### config.mk
export PLATFORM = sky130hd
export DESIGN_NAME = ber_test_sequencer_flat
export DESIGN_NICKNAME = d
export VERILOG_FILES = /design/src/rtl/ber_test_sequencer_if.sv /design/src/rtl/ber_test_sequencer.sv /design/src/flat_wrapper.sv
export SDC_FILE = /design/constraint.sdc
export NUM_CORES = 1
export LEC_CHECK = 0
export BUFFER_PORTS_ARGS = -buffer_cell sky130_fd_sc_hd__buf_2
export CAP_MARGIN = 10
export CORE_ASPECT_RATIO = 1.25
export CORE_MARGIN = 3
export CORE_UTILIZATION = 56
export CTS_CLUSTER_SIZE = 20
export DETAILED_ROUTE_END_ITERATION = 8
export GPL_ROUTABILITY_DRIVEN = 0
export PLACE_DENSITY = 0.79
export SYNTH_ARGS = -nofsm -noshare
export SYNTH_HDL_FRONTEND = slang
export SYNTH_SLANG_ARGS = --single-unit
### constraint.sdc
create_clock -name clock -period 2.81 [get_ports clock]
set_input_delay 0.562 -clock clock [delete_from_list [all_inputs] [get_ports clock]]
set_output_delay 0.562 -clock clock [all_outputs]
set_load 0.03 [all_outputs]
### src/rtl/ber_test_sequencer_if.sv
// Control/status bundle between a BER test controller (master) and the sequencer (slave).
interface ber_test_sequencer_if #(
    parameter int ERR_W = 16
) ();
    logic             start;
    logic             abort;
    logic             mode;
    logic [15:0]      window_words;
    logic [ERR_W-1:0] err_limit;
    logic             word_valid;
    logic [3:0]       word_errs;
    logic             gen_mode;
    logic             gen_sel;
    logic             gen_en;
    logic             busy;
    logic             done;
    logic             pass;
    logic [31:0]      bit_count;
    logic [ERR_W-1:0] err_total;
    logic             err_sat;

    modport master (
        output start, abort, mode, window_words, err_limit, word_valid, word_errs,
        input  gen_mode, gen_sel, gen_en, busy, done, pass, bit_count, err_total, err_sat
    );

    modport slave (
        input  start, abort, mode, window_words, err_limit, word_valid, word_errs,
        output gen_mode, gen_sel, gen_en, busy, done, pass, bit_count, err_total, err_sat
    );
endinterface

### src/rtl/ber_test_sequencer.sv
// BER test sequencer: warm-up, counted window of PRBS words, saturating error total, pass/fail.
// Define BER_EARLY_FAIL_EN to end a run as soon as the error total exceeds the limit.
module ber_test_sequencer #(
    parameter int SYNC_CYCLES = 16,
    parameter int ERR_W       = 16
) (
    input logic                 clock,
    input logic                 reset,
    ber_test_sequencer_if.slave bus
);
    typedef enum logic [1:0] {IDLE, SYNC, RUN, DONE} state_t;

    state_t           state;
    state_t           state_next;
    logic [15:0]      sync_cnt;
    logic [15:0]      word_cnt;
    logic [15:0]      word_cnt_inc;
    logic [31:0]      bit_count;
    logic [31:0]      bits_per_word;
    logic [ERR_W-1:0] err_total;
    logic [ERR_W-1:0] err_next;
    logic [ERR_W:0]   err_sum;
    logic             err_over;
    logic             err_sat;
    logic             gen_mode;
    logic             done_q;
    logic             load;
    logic             count;

    // One extra bit on the sum exposes overflow so the total clamps instead of wrapping.
    always_comb begin
        err_sum       = {1'b0, err_total} + {{(ERR_W-3){1'b0}}, bus.word_errs};
        err_over      = err_sum[ERR_W];
        err_next      = err_over ? '1 : err_sum[ERR_W-1:0];
        word_cnt_inc  = word_cnt + 16'd1;
        bits_per_word = gen_mode ? 32'd13 : 32'd8;
    end

    always_comb begin
        state_next = state;
        load       = 1'b0;
        count      = 1'b0;
        case (state)
            IDLE, DONE: begin
                if (bus.start) begin
                    state_next = SYNC;
                    load       = 1'b1;
                end
            end
            SYNC: begin
                if (sync_cnt == 16'(SYNC_CYCLES - 1))
                    state_next = (bus.window_words == 16'd0) ? DONE : RUN;
            end
            RUN: begin
                if (bus.word_valid) begin
                    count = 1'b1;
                    if (word_cnt_inc == bus.window_words)
                        state_next = DONE;
`ifdef BER_EARLY_FAIL_EN
                    else if (err_next > bus.err_limit)
                        state_next = DONE;
`endif
                end
            end
            default: state_next = IDLE;
        endcase
        // Abort overrides everything, including a start or a word in the same cycle.
        if (bus.abort) begin
            state_next = IDLE;
            load       = 1'b0;
            count      = 1'b0;
        end
    end

    always_ff @(posedge clock) begin
        if (!reset)
            state <= IDLE;
        else
            state <= state_next;
    end

    always_ff @(posedge clock) begin
        if (!reset) begin
            sync_cnt  <= '0;
            word_cnt  <= '0;
            bit_count <= '0;
            err_total <= '0;
            err_sat   <= 1'b0;
            gen_mode  <= 1'b0;
            done_q    <= 1'b0;
        end else begin
            done_q   <= (state_next == DONE) && (state != DONE);
            sync_cnt <= (state == SYNC && state_next == SYNC) ? sync_cnt + 16'd1 : 16'd0;
            if (load) begin
                gen_mode  <= bus.mode;
                word_cnt  <= '0;
                bit_count <= '0;
                err_total <= '0;
                err_sat   <= 1'b0;
            end else if (count) begin
                word_cnt  <= word_cnt_inc;
                bit_count <= bit_count + bits_per_word;
                err_total <= err_next;
                err_sat   <= err_sat | err_over;
            end
        end
    end

    assign bus.gen_mode  = gen_mode;
    assign bus.gen_en    = (state == SYNC) || (state == RUN);
    assign bus.busy      = (state == SYNC) || (state == RUN);
    assign bus.gen_sel   = (state != IDLE);
    assign bus.done      = done_q;
    assign bus.pass      = (err_total <= bus.err_limit);
    assign bus.bit_count = bit_count;
    assign bus.err_total = err_total;
    assign bus.err_sat   = err_sat;
endmodule

### src/flat_wrapper.sv
// flat-port wrapper written by rule: the top's interface ports become plain ports
module ber_test_sequencer_flat 
#(
    parameter int SYNC_CYCLES = 16,
    parameter int ERR_W       = 16
)
  (clock, reset, bus_start, bus_abort, bus_mode, bus_window_words, bus_err_limit, bus_word_valid, bus_word_errs, bus_gen_mode, bus_gen_sel, bus_gen_en, bus_busy, bus_done, bus_pass, bus_bit_count, bus_err_total, bus_err_sat);
  ber_test_sequencer_if #(.ERR_W(ERR_W)) bus_i ();
  input logic clock;
  input logic reset;
  input wire logic [$bits(bus_i.start)-1:0] bus_start;
  input wire logic [$bits(bus_i.abort)-1:0] bus_abort;
  input wire logic [$bits(bus_i.mode)-1:0] bus_mode;
  input wire logic [$bits(bus_i.window_words)-1:0] bus_window_words;
  input wire logic [$bits(bus_i.err_limit)-1:0] bus_err_limit;
  input wire logic [$bits(bus_i.word_valid)-1:0] bus_word_valid;
  input wire logic [$bits(bus_i.word_errs)-1:0] bus_word_errs;
  output wire logic [$bits(bus_i.gen_mode)-1:0] bus_gen_mode;
  output wire logic [$bits(bus_i.gen_sel)-1:0] bus_gen_sel;
  output wire logic [$bits(bus_i.gen_en)-1:0] bus_gen_en;
  output wire logic [$bits(bus_i.busy)-1:0] bus_busy;
  output wire logic [$bits(bus_i.done)-1:0] bus_done;
  output wire logic [$bits(bus_i.pass)-1:0] bus_pass;
  output wire logic [$bits(bus_i.bit_count)-1:0] bus_bit_count;
  output wire logic [$bits(bus_i.err_total)-1:0] bus_err_total;
  output wire logic [$bits(bus_i.err_sat)-1:0] bus_err_sat;
  assign bus_i.start = bus_start;
  assign bus_i.abort = bus_abort;
  assign bus_i.mode = bus_mode;
  assign bus_i.window_words = bus_window_words;
  assign bus_i.err_limit = bus_err_limit;
  assign bus_i.word_valid = bus_word_valid;
  assign bus_i.word_errs = bus_word_errs;
  assign bus_gen_mode = bus_i.gen_mode;
  assign bus_gen_sel = bus_i.gen_sel;
  assign bus_gen_en = bus_i.gen_en;
  assign bus_busy = bus_i.busy;
  assign bus_done = bus_i.done;
  assign bus_pass = bus_i.pass;
  assign bus_bit_count = bus_i.bit_count;
  assign bus_err_total = bus_i.err_total;
  assign bus_err_sat = bus_i.err_sat;
  ber_test_sequencer #(.SYNC_CYCLES(SYNC_CYCLES), .ERR_W(ERR_W)) u_core (.clock(clock), .reset(reset), .bus(bus_i));
endmodule
* Yosys cells after proc, flatten, opt, wreduce, memory -nomap -nowiden
Cells that the tools add are included.
** Storage, ports and cells
- Bits in registers :: 85
- Bits of input ports :: 42
- Output and inout port bits :: 55
- Logic and storage cells :: 47
** Cells by class
- Add/sub/neg operators :: 4
- Order comparisons :: 1
- Equality and inequality tests :: 8
- Mux-type cells :: 15
- Bitwise operators :: 2
- Reductions and logical operators :: 9
** Operators by type and width (count)
- $add 16x1->16 const B :: 2
- $add 32x32->32 :: 1
- $add 16x4->17 :: 1
- $eq 16x16->1 :: 1
- $eq 16x4->1 const B :: 1
- $le 16x16->1 :: 1
- $logic_not 16->1 :: 1
- $mux 16 :: 1
- $mux 2 :: 5
- $mux 1 :: 7
- $eq 2x2->1 const B :: 3
- $pmux 2 s3 :: 1
- $eq 2x1->1 const B :: 2
- $reduce_or 2->1 :: 2
- $mux 3 :: 1
- $logic_and 1x1->1 :: 2
- $logic_not 2->1 :: 1
- $ne 2x2->1 const B :: 1
- $reduce_and 2->1 :: 1
- $reduce_bool 2->1 :: 1
- $logic_or 1x1->1 :: 1
- $not 1->1 :: 1
- $or 1x1->1 :: 1

* Logic depth before layout (Yosys ltp)
Gate-level depths: netlist of the first run.
- Word-level depth :: 9
- Depth in mapped cells :: 10
- Mapped depth without buffers :: 9

* Worst setup path after synthesis of the first run
Ideal clock, no wire load.
- Path type :: reg2out
- Start point :: register u_core.err_total[13] (netlist: u_core.bus.err_total[13])
- End point :: output bus_pass
- Arrival time :: 2.213 ns
- Data required time :: 2.248 ns
- Path slack :: 0.035 ns
- Stages on the path, launching flop included :: 8
- Buffers on the path :: 0
- Cell sequence :: dfxtp_1 -> ha_1 -> a21o_1 -> a21o_1 -> a21oi_1 -> o21ai_0 -> or2_2 -> o221ai_1
** Between the ends
- Cells in the longest elaborated chain, start to end :: 1
** Ends and longest elaborated chain
- from (decl) :: line ber_test_sequencer.sv:20 : logic [ERR_W-1:0] err_total;
- from (signal assigned) :: line ber_test_sequencer.sv:103 : err_total <= err_next;
- $le 16x16->1 :: line ber_test_sequencer.sv:114 : assign bus.pass = (err_total <= bus.err_limit);
- to (decl) :: line flat_wrapper.sv:23 : output wire logic [$bits(bus_i.pass)-1:0] bus_pass;
Every way passes these cells.

* Worst setup path in the final report of the first run
- Start point :: input bus_err_limit[13]
- End point :: output bus_pass
** Between the ends
- Cells in the longest elaborated chain, start to end :: 1
** Ends and longest elaborated chain
- from (decl) :: line flat_wrapper.sv:15 : input wire logic [$bits(bus_i.err_limit)-1:0] bus_err_limit;
- $le 16x16->1 :: line ber_test_sequencer.sv:114
Every way passes these cells.

==> flow_metrics.tcl, run 1 <==
set metrics [dict create \
    outcome "complete, no violations" \
    place_hpwl_um 8840 \
    synth_edf_count 0 \
    final.min_clock_period_ps 2740 \
    synth.avg_cell_area_um2 8.20 \
    fp.dieW_um 90.4 \
    synth-seq-cells 85 \
    wl_um 11700 \
    antenna_found_initial 0 \
    finalNetCount 782 \
    cts_num_sinks 85 \
    final_layout_size_suffix_gt1_share_pct 20.7 \
    cap_violations 0 \
    yosysSeqAreaShare_pct 34.1 \
    ys.flop_type "dfxtp_1" \
    cts_buffers 9 \
    cts_tree "yes" \
    grt.total_usage_pct 23.8 \
    cts_htree_levels 3 \
    grt-ovfl-total 0 \
    drt-initial-drc-count 187 \
    startpoint_type "primary input" \
    nFillCells 709 \
    setup_violations 0 \
    path_max_fanout 2 \
    clkTransAtPathRegs_ps 90 \
    syn2layout_area_growth_pct 18.5 \
    insertedDiodeCount 0 \
    crit_chain "buf_2, inv_1, ha_4, a21o_1, a21o_1, a21oi_2, o21ai_2, or2_2, o221ai_2, buf_6" \
    clockBufferDepth 2 \
    dieHeight_um 111 \
    max_freq_ghz 0.365 \
    die_area_mm2 0.0101 \
    placed_area_mm2 0.00564 \
    dp.cells 815 \
    ys_async_sr_fraction_pct 0 \
    ys_types 55 \
    core_mm2 0.00843 \
    total_leakage_power_nw 2.45 \
    numPortBuffers 96 \
    max_slew.worst_pin.slew_ps 498 \
    maxSlewViolCount 0 \
    fin_area_mm2 0.00591 \
    yosysTopAreaCell "dfxtp_1" \
    final_util_pct 70.1 \
    instances_no_fill 832 \
    ctsHoldBuffers 0 \
    grt_start_max_net_pins 29 \
    max_stage_delay_ps 290 \
    synth.top_cell.area_share_pct 34.1 \
    hold_class "reg -> reg" \
    arrival_ps 2180 \
    grtUsageMet2_pct 41.4 \
    required_ps 2250 \
    cp_top_family "compound AO/OA/AOI/OAI gates" \
    critPathBufInv 3 \
    fin_skew_ps 16.5 \
    drc 0 \
    ys_top_cells_by_area "dfxtp_1 (34%), xnor2_1 (7.6%), ha_1 (7.3%), nor2_1 (6.8%), xor2_1 (6.5%)" \
    crit_type "in -> out" \
    io_pins 97 \
    syn_area_mm2 0.00498 \
    powerDensity_mw_per_mm2 383 \
    vias_per_cell 5.60 \
    grtUsageMet1_pct 28.6 \
    grt_pass1_wl_um 20400 \
    start_util_pct 59.2 \
    synthCells 608 \
    hold_viol_final 0 \
    ys_warn_count 0 \
    grt_pass1_vias 4622 \
    antenna_left 0 \
    slew_headroom_pct 66.5 \
    synth_nets 680 \
    setup.worst_path.end_class "primary output" \
    grt_util_met3_pct 3.51 \
    fin_crit_sh_pct 97.6 \
    irDropWorstVdd_v 0.000321 \
    grt-busiest-layer "met2" \
    dr.pass1.iters 4 \
    num_vias 4659 \
    insertion_delay_ps 360 \
    root_buffer "clkbuf_8" \
    crit_path_frequent_cell "a21o_1" \
    wl_per_cell_um 14.1 \
    rows 37 \
    critical_path.slowest_cell "or2_2" \
]
per-stage QoR:
stage	TNS (ps)	hold slack, ps	worst slack (ps)	power [mW]
after floorplan	0	450	34.5	1.32
after global placement	0	434	37.2	1.39
after detailed placement	0	454	11.4	1.39
after CTS	0	467	11.6	2.28
after global routing	-31.2	499	-31.2	2.35
final	0	465	68.3	2.26
cells in the mapped netlist (all sizes together) (3+ instances only):
library cell and number:
o211ai 3, nor2b 8, nor2 90, ha 29, clkbuf 10, a31oi 6
buf 9, nand2 49, and3 7, dfxtp 85, a21oi 25, nor4 11
nand4 22, or2 4, a211oi 6, xor2 37, a311oi 4, and4 5
xnor2 43, nor3 14, nor3b 8, inv 34, nand3 27, o21ai 15
o21a 4, or3 13, a21o 8, o31ai 3
state kept, by name, indices dropped and copies added (netlist names):
name	count
u_core.word_cnt	16
u_core.bus.err_total	16
u_core.state	2
u_core.bus.err_sat	1
u_core.bus.done	1
u_core.sync_cnt	16
u_core.bus.gen_mode	1
u_core.bus.bit_count	32
metal layers:
layer,up-vias,wire length [µm]
met5,-,0
li1,2321,-
met2,132,5780
met1,2183,5070
met3,23,561
met4,0,333
final timing paths:
| check | startpoint | to | slack, ps | depth (start not counted) |
|---|---|---|---|---|
| worst max-delay path | bus_err_limit[13] | bus_pass | 70 | 10 |
| worst max register to register | u_core.word_cnt[0] | u_core.bus.done | 360 | 7 |
| worst min register to register | u_core.bus.err_sat | u_core.bus.err_sat | 460 | 2 |
| worst min-delay path | u_core.bus.err_sat | u_core.bus.err_sat | 460 | 2 |
report_power, final:
part           switching [mW]  total [mW]  internal (mW)
sequential            0.00260        1.21           1.20
clock                   0.472       0.895          0.423
combinational          0.0911       0.160         0.0689
total                   0.566        2.26           1.70
placed cells by master (no fill, tap or decap), types with 7 or more instances in the layout:
cell type,synthesis,routed
nor2_1,90,90
xnor2_1,43,43
nand4_1,22,22
nor3_1,13,13
clkbuf_8,0,9
inv_1,34,34
buf_4,1,13
ha_1,29,27
nand3_1,26,26
o21ai_0,15,14
a21o_1,8,8
nor3b_1,8,8
and3_1,7,7
dfxtp_1,85,82
a21oi_1,25,23
nor4_1,11,11
or3_1,11,11
nor2b_1,8,8
buf_2,5,95
nand2_1,48,48
xor2_1,37,37
worst min-delay path, stage by stage (launching register included):
cell     delay, ps
dfxtp_1        330
inv_1           50
a21oi_1         50
logic make-up (layout without fill, tap and decap cells):
| kind of cell | count (synthesis) | after routing | synth area share, % |
|---|---|---|---|
| mux | 2 | 2 | 0.402 |
| fa+ha+maj | 30 | 30 | 7.68 |
| compound gates | 89 | 89 | 12.5 |
| flops | 85 | 85 | 34.1 |
| buf+inv | 53 | 160 | 4.19 |
| xor+xnor | 80 | 80 | 14.1 |
| simple gates | 269 | 269 | 27.0 |
what timing repair did:
action                                  CTS  global route
pin swaps                                 0             3
buffers inserted                          0             1
resized for setup                         3            10
endpoints found under the setup margin    1             1
final cells by class:
type / count / area (µm²) / share of cell area, %
clock buffers: 9 / 124 / 2.10
inverters: 34 / 128 / 2.16
multi-input cells: 470 / 3120 / 52.8
repair buffers: 110 / 604 / 10.2
clock inverters: 7 / 80.1 / 1.36
well taps: 117 / 146 / 2.48
flip-flops and latches: 85 / 1710 / 28.9
No activity file was read; power rests on OpenSTA's default activity.
==> run 2: changes to the inputs <==
- GPL_TIMING_DRIVEN: default -> 0
==> flow_metrics.tcl, run 2 (same netlist as run 1, synthesis figures left out) <==
set metrics [dict create \
    cts_num_sinks 85 \
    cts_tree "yes" \
    place_hpwl_um 9230 \
    io_pins 97 \
    p_switching_uw 561 \
    slew_headroom_pct 39.6 \
    fin_crit_sh_pct 97.1 \
    insertedDiodeCount 0 \
    max_freq_ghz 0.366 \
    fin_skew_ps 11.0 \
    max_stage_delay_ps 380 \
    cts_htree_levels 3 \
    grt.total_usage_pct 24.6 \
    dr.pass1.iters 5 \
    ctsHoldBuffers 0 \
    powerDensity_mw_per_mm2 382 \
    maxSlewViolCount 0 \
    syn2layout_area_growth_pct 18.0 \
    clkPwrFrac_pct 39.2 \
    regMostFlops "u_core.bus.bit_count" \
    cts_buffers 9 \
    critical_path.slowest_cell "dfxtp_4" \
    final.min_clock_period_ps 2730 \
    p_total_mw 2.24 \
    final_layout_size_suffix_gt1_share_pct 19.5 \
    root_buffer "clkbuf_8" \
    internal-power_mw 1.68 \
    final_util_pct 69.8 \
    finalNetCount 789 \
    hold_viol_final 0 \
    rsz0062_at_grt "false" \
    grt-ovfl-total 0 \
    dieHeight_um 111 \
    core_mm2 0.00843 \
    fin_tns_setup_ps 0 \
    antenna_left 0 \
    startpoint_type "flop" \
    nFillCells 728 \
    wl_per_cell_um 14.3 \
    setup.worst_path.end_class "primary output" \
    rows 37 \
    mostFrequentLayoutCell "buf_2" \
    insertion_delay_ps 360 \
    grt_pass1_wl_um 20900 \
    pwr-share-seq_pct 53.8 \
    outcome "complete, no violations" \
    crit_path_frequent_cell "a21o_1" \
    fp.dieW_um 90.4 \
    die_area_mm2 0.0101 \
    start_util_pct 59.2 \
    irDropWorstVdd_v 0.000206 \
    num_vias 4702 \
    path_max_fanout 5 \
    crit_type "reg -> out" \
    grt_pass1_vias 4690 \
    numPortBuffers 96 \
    largest_reg_flops 32 \
    placed_area_mm2 0.00561 \
    hold_class "reg -> reg" \
    clkTransAtPathRegs_ps 90 \
    wl_um 12000 \
    fin_area_mm2 0.00588 \
    total_leakage_power_nw 2.43 \
    vias_per_cell 5.60 \
    drc 0 \
    p_comb_share_pct 7.0 \
    max_slew.worst_pin.slew_ps 893 \
    crit_chain "ha_4, a21o_1, a21o_1, a21oi_2, o21ai_2, or2_2, o221ai_2, buf_6" \
    drt-initial-drc-count 252 \
    layout_common_cells "buf_2 (100), nor2_1 (90), dfxtp_1 (83)" \
    setup_violations 0 \
    clockBufferDepth 2 \
    required_ps 2250 \
    cap_violations 0 \
    grt_start_max_net_pins 16 \
    arrival_ps 2170 \
    antenna_found_initial 0 \
    netSwitchingFraction_pct 25.0 \
]
-- run 2: power groups by stage --
stage / combinational [mW] / sequential, mW / clock (mW)
after floorplan: 0.0881 / 1.24 / 0
after detailed placement: 0.154 / 1.24 / 0
after global routing: 0.175 / 1.21 / 0.957
after CTS: 0.155 / 1.21 / 0.896
after global placement: 0.149 / 1.24 / 0
final: 0.157 / 1.21 / 0.881
-- run 2: path summary, 6_finish.rpt --
kind | from | to | slack [ps] | depth (start not counted)
worst max-delay path | u_core.bus.err_total[13] | bus_pass | 80 | 8
worst max register to register | u_core.state[0] | u_core.word_cnt[3] | 260 | 7
worst min register to register | u_core.bus.err_sat | u_core.bus.err_sat | 450 | 2
worst min-delay path | u_core.bus.err_sat | u_core.bus.err_sat | 450 | 2
-- run 2: area by class of cell --
class	instances	area, µm²	area share, %
buffer	19	81.3	1.38
clock buffer	9	124	2.11
clock inverter	7	73.8	1.25
inverter	34	128	2.17
multi-input combinational	470	3120	53.1
sequential	85	1710	29.0
tap	117	146	2.49
timing repair buffer	98	502	8.53
-- run 2: routing by layer --
layer,global-route usage [%],part of all wire [%]
met1,29.6,42
met5,0,0
met3,3.72,5.2
met2,44.3,51
met4,8.48,1.7
-- run 2: worst max-delay path, delay by kind of cell (launching register included) --
kind | cells | cell delay [ps]
AO/OA/AOI/OAI | 5 | 750
flip-flops | 1 | 380
AND/OR/NAND/NOR | 1 | 280
adder cells (fa/ha/maj) | 1 | 240
buffers and inverters | 1 | 160
-- run 2: metrics by stage --
stage	setup WS, ps	hold WS, ps	std cells
floorplan	34.5	450	608
global placement	12.7	440	821
detailed placement	-61.2	446	821
CTS	-68.1	450	837
global route	0.517	478	839
finish	81.0	452	839
-- run 2: repair_timing --
| action | CTS | global route |
|---|---|---|
| buffers inserted | 0 | 2 |
| cloned | 0 | 0 |
| pin swaps | 0 | 2 |
| resized for setup | 4 | 10 |
| endpoints found under the setup margin | 11 | 11 |
